`src/rtl/ip_codma_pkg.sv`:
```
// Shared types and helpers for the CODMA bus arbiter: states, owner
// encoding, burst size codes and error codes.
package ip_codma_pkg;

  typedef enum logic [2:0] {
    ARB_IDLE,
    ARB_REQ,
    ARB_OWN,
    ARB_RELEASE,
    ARB_ERROR
  } arb_state_t;

  typedef enum logic {
    ARB_RD = 1'b0,
    ARB_WR = 1'b1
  } arb_owner_t;

  localparam logic [3:0] SIZE_2W = 4'd3;
  localparam logic [3:0] SIZE_6W = 4'd8;
  localparam logic [3:0] SIZE_8W = 4'd9;

  localparam logic [1:0] ERR_NONE    = 2'd0;
  localparam logic [1:0] ERR_SIZE    = 2'd1;
  localparam logic [1:0] ERR_TIMEOUT = 2'd2;
  localparam logic [1:0] ERR_BUS     = 2'd3;

  // Number of 64-bit beats for a size code; 0 flags an illegal code.
  function automatic logic [2:0] size_to_beats(input logic [3:0] code);
    logic [2:0] beats;
    case (code)
      SIZE_2W: beats = 3'd1;
      SIZE_6W: beats = 3'd3;
      SIZE_8W: beats = 3'd4;
      default: beats = 3'd0;
    endcase
    return beats;
  endfunction

endpackage

```
`src/rtl/ip_codma_rr_picker.sv`:
```
// Two-way round-robin select between the read and write machines, with
// the last-owner history register that breaks ties.
module ip_codma_rr_picker
  import ip_codma_pkg::*;
(
  input  logic       clk,
  input  logic       rst,
  input  logic       rd_req,
  input  logic       wr_req,
  input  logic       update,
  input  arb_owner_t done_owner,
  output arb_owner_t pick
);

  arb_owner_t last_owner;

  // Write is the reset history so that read wins the first tie.
  always_ff @(posedge clk or posedge rst) begin
    if (rst) begin
      last_owner <= ARB_WR;
    end else if (update) begin
      last_owner <= done_owner;
    end
  end

  always_comb begin
    pick = ARB_RD;
    if (rd_req && wr_req) begin
      pick = (last_owner == ARB_WR) ? ARB_RD : ARB_WR;
    end else if (wr_req) begin
      pick = ARB_WR;
    end
  end

endmodule

```
`src/rtl/ip_codma_bus_arbiter.sv`:
```
// Arbitrates the CODMA memory-bus master port between the read and write
// machines: round-robin pick, bus request, beat counting and error capture.
module ip_codma_bus_arbiter
  import ip_codma_pkg::*;
#(
  parameter int unsigned TIMEOUT_CYCLES = 256,
  parameter int unsigned CNT_W          = 9
) (
  input  logic       clk_i,
  input  logic       reset_i,
  input  logic       stop_i,
  input  logic       rd_req_i,
  input  logic [3:0] rd_size_i,
  output logic       rd_grant_o,
  output logic       rd_done_o,
  input  logic       wr_req_i,
  input  logic [3:0] wr_size_i,
  output logic       wr_grant_o,
  output logic       wr_done_o,
  output logic       bus_req_o,
  output logic [3:0] bus_size_o,
  input  logic       bus_grant_i,
  input  logic       bus_beat_i,
  input  logic       bus_error_i,
  output logic       busy_o,
  output logic       error_o,
  output logic [1:0] err_code_o
);

  localparam logic [CNT_W-1:0] TMO_LIMIT = CNT_W'(TIMEOUT_CYCLES);
  localparam logic [CNT_W-1:0] TMO_ONE   = CNT_W'(1);

  arb_state_t       state;
  arb_state_t       next_state;
  arb_owner_t       owner;
  arb_owner_t       pick;
  logic [2:0]       beats_need;
  logic [2:0]       beat_cnt;
  logic [CNT_W-1:0] tmo_cnt;
  logic [3:0]       sel_size;
  logic [2:0]       sel_beats;
  logic [1:0]       err_cause;
  logic             any_req;
  logic             latch;
  logic             timeout;
  logic             final_beat;

  logic             rd_grant_d;
  logic             rd_done_d;
  logic             wr_grant_d;
  logic             wr_done_d;
  logic             bus_req_d;
  logic [3:0]       bus_size_d;
  logic             busy_d;
  logic             error_d;
  logic [1:0]       err_code_d;

  ip_codma_rr_picker u_picker (
    .clk        (clk_i),
    .rst        (reset_i),
    .rd_req     (rd_req_i),
    .wr_req     (wr_req_i),
    .update     ((state == ARB_RELEASE) && !stop_i),
    .done_owner (owner),
    .pick       (pick)
  );

  assign any_req    = rd_req_i || wr_req_i;
  assign sel_size   = (pick == ARB_RD) ? rd_size_i : wr_size_i;
  assign sel_beats  = size_to_beats(sel_size);
  assign latch      = (state == ARB_IDLE) && !stop_i && any_req;
  assign timeout    = (tmo_cnt == TMO_LIMIT);
  assign final_beat = bus_beat_i && ((beat_cnt + 3'd1) == beats_need);

  always_ff @(posedge clk_i or posedge reset_i) begin
    if (reset_i) begin
      state <= ARB_IDLE;
    end else begin
      state <= next_state;
    end
  end

  // Priority within each state: stop > bus error > timeout > grant/final beat.
  always_comb begin
    next_state = state;
    err_cause  = ERR_NONE;
    case (state)
      ARB_IDLE: begin
        if (any_req) begin
          if (sel_beats == 3'd0) begin
            next_state = ARB_ERROR;
            err_cause  = ERR_SIZE;
          end else begin
            next_state = ARB_REQ;
          end
        end
      end
      ARB_REQ: begin
        if (bus_error_i) begin
          next_state = ARB_ERROR;
          err_cause  = ERR_BUS;
        end else if (timeout) begin
          next_state = ARB_ERROR;
          err_cause  = ERR_TIMEOUT;
        end else if (bus_grant_i) begin
          next_state = ARB_OWN;
        end
      end
      ARB_OWN: begin
        if (bus_error_i) begin
          next_state = ARB_ERROR;
          err_cause  = ERR_BUS;
        end else if (timeout) begin
          next_state = ARB_ERROR;
          err_cause  = ERR_TIMEOUT;
        end else if (final_beat) begin
          next_state = ARB_RELEASE;
        end
      end
      ARB_RELEASE: begin
        if (bus_error_i) begin
          next_state = ARB_ERROR;
          err_cause  = ERR_BUS;
        end else begin
          next_state = ARB_IDLE;
        end
      end
      default: next_state = state;
    endcase
    if (stop_i) begin
      next_state = ARB_IDLE;
      err_cause  = ERR_NONE;
    end
  end

  // Outputs are registered, so they are decoded from the state being entered.
  always_comb begin
    bus_req_d  = (next_state == ARB_REQ) || (next_state == ARB_OWN);
    rd_grant_d = (next_state == ARB_OWN) && (owner == ARB_RD);
    wr_grant_d = (next_state == ARB_OWN) && (owner == ARB_WR);
    rd_done_d  = (next_state == ARB_RELEASE) && (owner == ARB_RD);
    wr_done_d  = (next_state == ARB_RELEASE) && (owner == ARB_WR);
    busy_d     = (next_state != ARB_IDLE);
    error_d    = (next_state == ARB_ERROR);
    bus_size_d = latch ? sel_size : bus_size_o;
    err_code_d = err_code_o;
    if (stop_i) begin
      err_code_d = ERR_NONE;
    end else if ((state != ARB_ERROR) && (next_state == ARB_ERROR)) begin
      err_code_d = err_cause;
    end
  end

  always_ff @(posedge clk_i or posedge reset_i) begin
    if (reset_i) begin
      rd_grant_o <= 1'b0;
      rd_done_o  <= 1'b0;
      wr_grant_o <= 1'b0;
      wr_done_o  <= 1'b0;
      bus_req_o  <= 1'b0;
      bus_size_o <= '0;
      busy_o     <= 1'b0;
      error_o    <= 1'b0;
      err_code_o <= '0;
    end else begin
      rd_grant_o <= rd_grant_d;
      rd_done_o  <= rd_done_d;
      wr_grant_o <= wr_grant_d;
      wr_done_o  <= wr_done_d;
      bus_req_o  <= bus_req_d;
      bus_size_o <= bus_size_d;
      busy_o     <= busy_d;
      error_o    <= error_d;
      err_code_o <= err_code_d;
    end
  end

  // Beats seen while still requesting are ignored; the count starts in ARB_OWN.
  always_ff @(posedge clk_i or posedge reset_i) begin
    if (reset_i) begin
      owner      <= ARB_RD;
      beats_need <= '0;
      beat_cnt   <= '0;
      tmo_cnt    <= '0;
    end else begin
      if (latch) begin
        owner      <= pick;
        beats_need <= sel_beats;
      end
      if (stop_i) begin
        beat_cnt <= '0;
        tmo_cnt  <= '0;
      end else begin
        case (state)
          ARB_REQ: begin
            beat_cnt <= '0;
            tmo_cnt  <= bus_grant_i ? '0 : tmo_cnt + TMO_ONE;
          end
          ARB_OWN: begin
            if (bus_beat_i) begin
              beat_cnt <= beat_cnt + 3'd1;
              tmo_cnt  <= '0;
            end else begin
              tmo_cnt <= tmo_cnt + TMO_ONE;
            end
          end
          default: begin
            beat_cnt <= '0;
            tmo_cnt  <= '0;
          end
        endcase
      end
    end
  end

endmodule

```
`config.mk`:
```
export PLATFORM = sky130hd
export DESIGN_NAME = ip_codma_bus_arbiter
export DESIGN_NICKNAME = d
export VERILOG_FILES = /design/src/rtl/ip_codma_pkg.sv /design/src/rtl/ip_codma_rr_picker.sv /design/src/rtl/ip_codma_bus_arbiter.sv
export SDC_FILE = /design/constraint.sdc
export NUM_CORES = 1
export LEC_CHECK = 0
export ABC_AREA = 1
export ABC_CLOCK_PERIOD_IN_PS = 1900
export BUFFER_PORTS_ARGS = -buffer_cell sky130_fd_sc_hd__buf_4
export CORE_MARGIN = 5
export CORE_UTILIZATION = 40
export CTS_CLUSTER_DIAMETER = 200
export DETAILED_ROUTE_END_ITERATION = 16
export GPL_TIMING_DRIVEN = 0
export SKIP_CTS_REPAIR_TIMING = 1
export SYNTH_ARGS = -nofsm -noshare
export SYNTH_HDL_FRONTEND = slang
export SYNTH_SLANG_ARGS = --single-unit
```
`constraint.sdc`:
```
create_clock -name clk_i -period 1.9 [get_ports clk_i]
set_input_delay 0.57 -clock clk_i [delete_from_list [all_inputs] [get_ports clk_i]]
set_output_delay 0.57 -clock clk_i [all_outputs]
set_load 0.02 [all_outputs]
```
Word-level counts from Yosys, hierarchy flattened
Cells that the tools add are included.
W data, S select, Z words.
{ "word_totals": {"mem_bits_rw": 0, "latchBits": 0, "register_bits": 33, "mem_bits_ro": 0, "mem_count": 0, "in_bits": 16, "out_inout_bits": 13, "elab_cells": 81} }
{ "op_classes": {"n_reduce_logical": 18, "addsub": 2, "bitwise": 1, "n_lt_le_gt_ge": 0, "multipliers": 0, "shift": 0, "n_mux": 31, "n_div": 0, "n_eq_ne": 14} }
{ "op_table": {"columns": ["op", "count"], "rows": [
  ["$mux W3", 13],
  ["$mux W9", 3],
  ["$pmux W9 S2", 1],
  ["$eq A3 B2 Y1 const B", 4],
  ["$pmux W3 S4", 1],
  ["$logic_and A1 B1 Y1", 10],
  ["$mux W2", 5],
  ["$add A9 B1 Y9 const B", 1],
  ["$eq A9 B9 Y1 const B", 1],
  ["$pmux W3 S3", 1],
  ["$eq A4 B4 Y1 const B", 2],
  ["$eq A3 B1 Y1 const B", 2],
  ["$logic_not A3 Y1", 2],
  ["$ne A3 B3 Y1 const B", 2],
  ["$pmux W2 S3", 1],
  ["$mux W1", 5],
  ["$eq A4 B2 Y1 const B", 1],
  ["$mux W4", 1],
  ["$add A3 B1 Y3 const B", 1],
  ["$eq A3 B3 Y1", 1],
  ["$eq A3 B3 Y1 const B", 1],
  ["$reduce_bool A3 Y1", 1],
  ["$logic_or A1 B1 Y1", 2],
  ["$reduce_bool A2 Y1", 1],
  ["other kinds (3)", 3]
]} }

Logic depth before layout (Yosys ltp)
{ "logic_depth": {"ltp_word": 14, "depth_mapped": 14} }

Hierarchy
From an unflattened synthesis, not the netlist that was laid out.
{ "unflattened": {"cells_unflattened": 222, "hier_area_um2": 1706.6} }
{ "modules_own_cells": {"columns": ["module", "n_inst", "cells_each", "seq_area_each_um2", "area_per_inst_um2"], "rows": [
  ["ip_codma_bus_arbiter", 1, 214, 800.8, 1649.1],
  ["ip_codma_rr_picker", 1, 8, 26.3, 57.6]
]} }

Worst setup path after synthesis
OpenSTA, ideal clock, no wires.
{ "synth_timing": {"kind": "input-to-reg", "from": "input port wr_req_i", "to": "register err_code_o[1]", "setup_slack_ns": 0.159, "required_ns": 1.782, "cell_stages": 12, "t_arrival_ns": 1.624, "setup_ns": 0.118, "cell_sequence": "buf_6 -> nand2_4 -> nand2_2 -> nand2_2 -> nand2_2 -> nor2_1 -> nor2_2 -> nand3b_1 -> a21oi_4 -> nand4_2 -> nand3_1 -> nand2_1"} }
{ "synth_via": {"elab_chain_len": 13} }
{ "synth_rtl": {"columns": ["item", "line", "text"], "rows": [
  ["start: declaration", "ip_codma_bus_arbiter.sv:16", "input logic wr_req_i,"],
  ["$mux W1 / $logic_and A1 B1 Y1 (equally long branches)", "ip_codma_rr_picker.sv:30, ip_codma_rr_picker.sv:28", null],
  ["$mux W1", "ip_codma_rr_picker.sv:28", "if (rd_req && wr_req) begin"],
  ["$mux W4", "ip_codma_bus_arbiter.sv:69", "assign sel_size = (pick == ARB_RD) ? rd_size_i : wr_size_i;"],
  ["$eq A4 B4 Y1 / $eq A4 B2 Y1 (equally long branches)", "ip_codma_pkg.sv:30", "case (code)"],
  ["$pmux W3 S3", "ip_codma_pkg.sv:30", null],
  ["$logic_not A3 Y1", "ip_codma_bus_arbiter.sv:90", "if (sel_beats == 3'd0) begin"],
  ["$mux W3", "ip_codma_bus_arbiter.sv:90", null],
  ["$mux W3 *", "ip_codma_bus_arbiter.sv:89", "if (any_req) begin"],
  ["$pmux W3 S4 *", "ip_codma_bus_arbiter.sv:87", "case (state)"],
  ["$mux W3 *", "ip_codma_bus_arbiter.sv:130", "if (stop_i) begin"],
  ["via next_state[2]", "ip_codma_bus_arbiter.sv:34", "arb_state_t next_state;"],
  ["$eq A3 B3 Y1 *", "ip_codma_bus_arbiter.sv:149", "end else if ((state != ARB_ERROR) && (next_state == ARB_ERROR)) begin"],
  ["$logic_and A1 B1 Y1 *", "ip_codma_bus_arbiter.sv:149", null],
  ["$reduce_bool A2 Y1 (no source line) *", null, null],
  ["end signal: assignment", "ip_codma_bus_arbiter.sv:174", "err_code_o <= err_code_d;"],
  ["end: declaration", "ip_codma_bus_arbiter.sv:27", "output logic [1:0] err_code_o"]
]} }
The timed path passes the listed nets; every way through them passes the cells marked *.
A chain may end at the register's enable or synchronous reset.

Worst setup path after layout
{ "layout_timing": {"from": "register u_picker.last_owner", "to": "register err_code_o[1]"} }
{ "layout_via": {"elab_chain_len": 13} }
{ "layout_rtl": {"columns": ["item", "line", "text"], "rows": [
  ["start: declaration", "ip_codma_rr_picker.sv:15", "arb_owner_t last_owner;"],
  ["start signal: assignment", "ip_codma_rr_picker.sv:22", "last_owner <= done_owner;"],
  ["$mux W1 *", "ip_codma_rr_picker.sv:29", "pick = (last_owner == ARB_WR) ? ARB_RD : ARB_WR;"],
  ["$mux W1 *", "ip_codma_rr_picker.sv:28", null],
  ["$mux W4 *", "ip_codma_bus_arbiter.sv:69", null],
  ["$eq A4 B4 Y1 / $eq A4 B2 Y1 (equally long branches)", "ip_codma_pkg.sv:30", null],
  ["$pmux W3 S3 *", "ip_codma_pkg.sv:30", null],
  ["$logic_not A3 Y1 *", "ip_codma_bus_arbiter.sv:90", null],
  ["$mux W3 *", "ip_codma_bus_arbiter.sv:90", null],
  ["$mux W3 *", "ip_codma_bus_arbiter.sv:89", null],
  ["$pmux W3 S4 *", "ip_codma_bus_arbiter.sv:87", null],
  ["$mux W3 *", "ip_codma_bus_arbiter.sv:130", null],
  ["via next_state[2]", "ip_codma_bus_arbiter.sv:34", null],
  ["$eq A3 B3 Y1 *", "ip_codma_bus_arbiter.sv:149", null],
  ["$logic_and A1 B1 Y1 *", "ip_codma_bus_arbiter.sv:149", null],
  ["$reduce_bool A2 Y1 (no source line) *", null, null]
]} }
Marks and branches as above.

==> key figures <==
GRT
  – GRT Overall Usage: about an eighth
  – Vias in the first global route: 1,397
  – First-pass GRT wire length: 6.099 mm
  – Initial antenna violation count: 0
  – Total grt overflow: 0
  – Largest net degree at the start of global routing: 34

Power
  – Total power: approximately 0.0022 W
  – Share of power burned in the clock network: 22.5%
  – Switch share: 36.09%
  – PD cells: 1012 nW/um2
  – Reg power frac: approximately 42%
  – Internal: 0.001404 W
  – Pleak: ~1.1 nW
  – Comb power frac: 35.2%
  – VDD IR-drop max: 592.5 uV
  – Net switching power: 0.0007926 W

Clocking
  – CTS root buf: clkbuf_8
  – Clk slew on worst S/H paths: 60 ps
  – Num CTS Buffers: 5
  – CTS HTree Levels: 2
  – CTS sink cnt: 33
  – CTS tree: yes
  – Max clock buf depth: 2
  – Worst skew pair latency: between 200 and 300 ps

Setup path
  – Critical setup path kind: reg -> reg
  – CP top delay family: simple AND/OR/NAND/NOR gates
  – Crit end category: flip-flop
  – CP arrival: ~2000 ps
  – CP Buf/Inv Count: 0
  – Crit-path max FO: 8
  – Worst path slowest cell: dfstp_2
  – Req. time, crit path: 2070 ps
  – Critical R2R Launch: u_picker.last_owner
  – Reg-to-Reg End: err_code_o[1]
  – Crit path cell chain: nand2_4 > nand3b_1 > nand2_2 > nand2_4 > nor2_2 > nor2_2 > nand3b_1 > a21oi_4 > nand4_2 > nand3_1 > nand2_1
  – Crit path launch type: flip-flop
  – Cell count of the worst reg-to-reg path: 11
  – Max stage delay on crit path: 550 ps
  – R2r setup slk: around 28 ps

Cells and area
  – Seq. cell area: 827.0 um2
  – Final Cell Area: approximately 2200 um2
  – Most frequent cells in the layout: nand2_1, dfrtp_1, buf_4, nor2_1, inv_1
  – Layout cells sized above 1: roughly 26%
  – Fill count: 434
  – Commonest non-fill, non-tap cell in the layout: nand2_1
  – Multi-input gate area: 845.8 um2
  – Area grow syn2layout: 23.49%
  – Antenna diode count: 0
  – Final net count: 277

Logic synthesis
  – Syn_nets: 239
  – Post-synth top area share: 45.55%
  – Syn_area_per_cell: 7.991 um2
  – Synth cell types: 28
  – Synthesized cell area: 1758 um2
  – Synthesized instance count: 220
  – Synth Register Bits: 33
  – Synth area leader: dfrtp_1
  – Synth top area cells: dfrtp_1, nand2_1, nor2_1
  – Warnings from Yosys: 0
  – Seq/Total Area, Yosys: 47.05%

Floorplanning
  – Core area: 4294 um2
  – Die height: around 76 um
  – Die area: 5821 um2
  – Die X-Extent: ~76 um
  – Row cnt: 24
  – Initial Util: 40.94%
  – Num ports: 29

STA
  – Final setup margin: 27.61 ps
  – Fin. max-slew vios: 0
  – # setup viols final: 0
  – Fmax: 0.5341 GHz
  – Slew headroom: 53.94%
  – RSZ-0062 raised after global routing: true
  – Final Cycle Share: a little over nine tenths
  – Minimum clock period: 1872 ps
  – Skew final: around 4 ps
  – Fin Setup TNS: 0 ps
  – Worst-Margin Slew: 689.9 ps
  – Fin. Hold Viols: 0

Run
  – Max-cap viol count: 0

Route
  – Vias: 1,451
  – WL/cell: 11.17 um
  – Routed length on met2: 1.631 mm
  – Met1 WL: roughly 1.7 mm
  – DRC errors left: 0
  – DR pass1 iterations: 4
  – Vias/cell: 4.666
  – Highest routed layer: met4
  – Post-DRT Antenna Nets: 0
  – Met3 wire length: 139 um
  – Wirelength, routed: roughly 3.5 mm
  – Initial DRC count: 50

Placement
  – Placement Setup Slack: -164.4 ps
  – Port Buffers: 27
  – Placer Congestion: 0.8084
  – Dpl hpwl: 2.490 mm
  – Post-DP Area: 2026 um2

Status
  – Status: complete, no violations

Worst hold path
  – Worst hold path type: in -> async
worst max-delay path by stage:
stage,slack [ps],endpoint,cells after the start,startpoint
after detailed placement,-160,err_code_o[1],13,rd_req_i
after floorplan,160,err_code_o[1],12,wr_req_i
after CTS,-4,err_code_o[1],12,beat_cnt[0]
after global routing,-130,err_code_o[0],11,u_picker.last_owner
after global placement,-160,err_code_o[1],13,rd_req_i
final,30,err_code_o[1],11,u_picker.last_owner
flip-flops by register name, indices dropped and copies added, names as in the netlist, 2 cells and up:
register	flops
tmo_cnt	9
state	3
beat_cnt	3
bus_size_o	4
err_code_o	2
beats_need	3
cells by family (layout without fill, tap and decap cells):
| logic type | Yosys count | in the layout | share of synthesized area [%] |
|---|---|---|---|
| XOR/XNOR | 5 | 5 | 2.492 |
| adder cells (fa/ha/maj) | 3 | 3 | 2.135 |
| flip-flops | 33 | 33 | 47.05 |
| AO/OA/AOI/OAI | 23 | 23 | 7.545 |
| buffers and inverters | 30 | 69 | 6.832 |
| AND/OR/NAND/NOR | 126 | 126 | 33.95 |
layout make-up:
type / count / share of cell area (%)
multi-input combinational: 157 / 38.96
sequential: 33 / 38.10
timing repair buffer: 31 / 10.72
inverter: 28 / 4.842
clock buffer: 8 / 3.689
tap: 52 / 2.997
buffer: 2 / 0.6916
per-stage QoR:
stage	instances	hold WS (ps)	util, %
floorplan	220	432.2	-
global route	311	469.2	50.55
finish	311	406.2	50.55
detailed placement	299	465.2	47.17
CTS	307	474.7	49.04
global placement	299	457.1	47.17
metal layers:
| metal | vias to the layer above | global-route usage [%] |
|---|---|---|
| met3 | 6 | 4.492 |
| met1 | 656 | 15.85 |
| met5 | - | 0 |
| met4 | 0 | 4.196 |
| li1 | 769 | - |
| met2 | 20 | 19.69 |
worst reg2reg max path, delay by kind of cell, from the launching register on:
| kind | cells | cell delay, ps |
|---|---|---|
| compound gates | 1 | 240 |
| flops | 1 | 550 |
| simple gates | 10 | 960 |
synth_stat cells, drive strengths merged:
master,instances
nor2,36
dfstp,1
a21oi,8
or2,2
nand4,1
dfrtp,32
and3,1
clkbuf,1
nor3,4
inv,28
buf,1
ha,3
xnor2,3
nand3b,5
nand3,15
xor2,2
o21ai,13
nand2,62
o211a,1
a31oi,1
power by group through the flow:
stage	clock network, W	registers (W)	logic (W)
6_report	0.000495	0.000929	0.000773
5_1_grt	0.000558	0.000948	0.000872
4_1_cts	0.000519	0.000930	0.000746
3_5_place_dp	0	0.000942	0.000743
3_3_place_gp	0	0.000942	0.000738
2_1_floorplan	0	0.00103	0.000401
(Power assumes the default switching activity.)
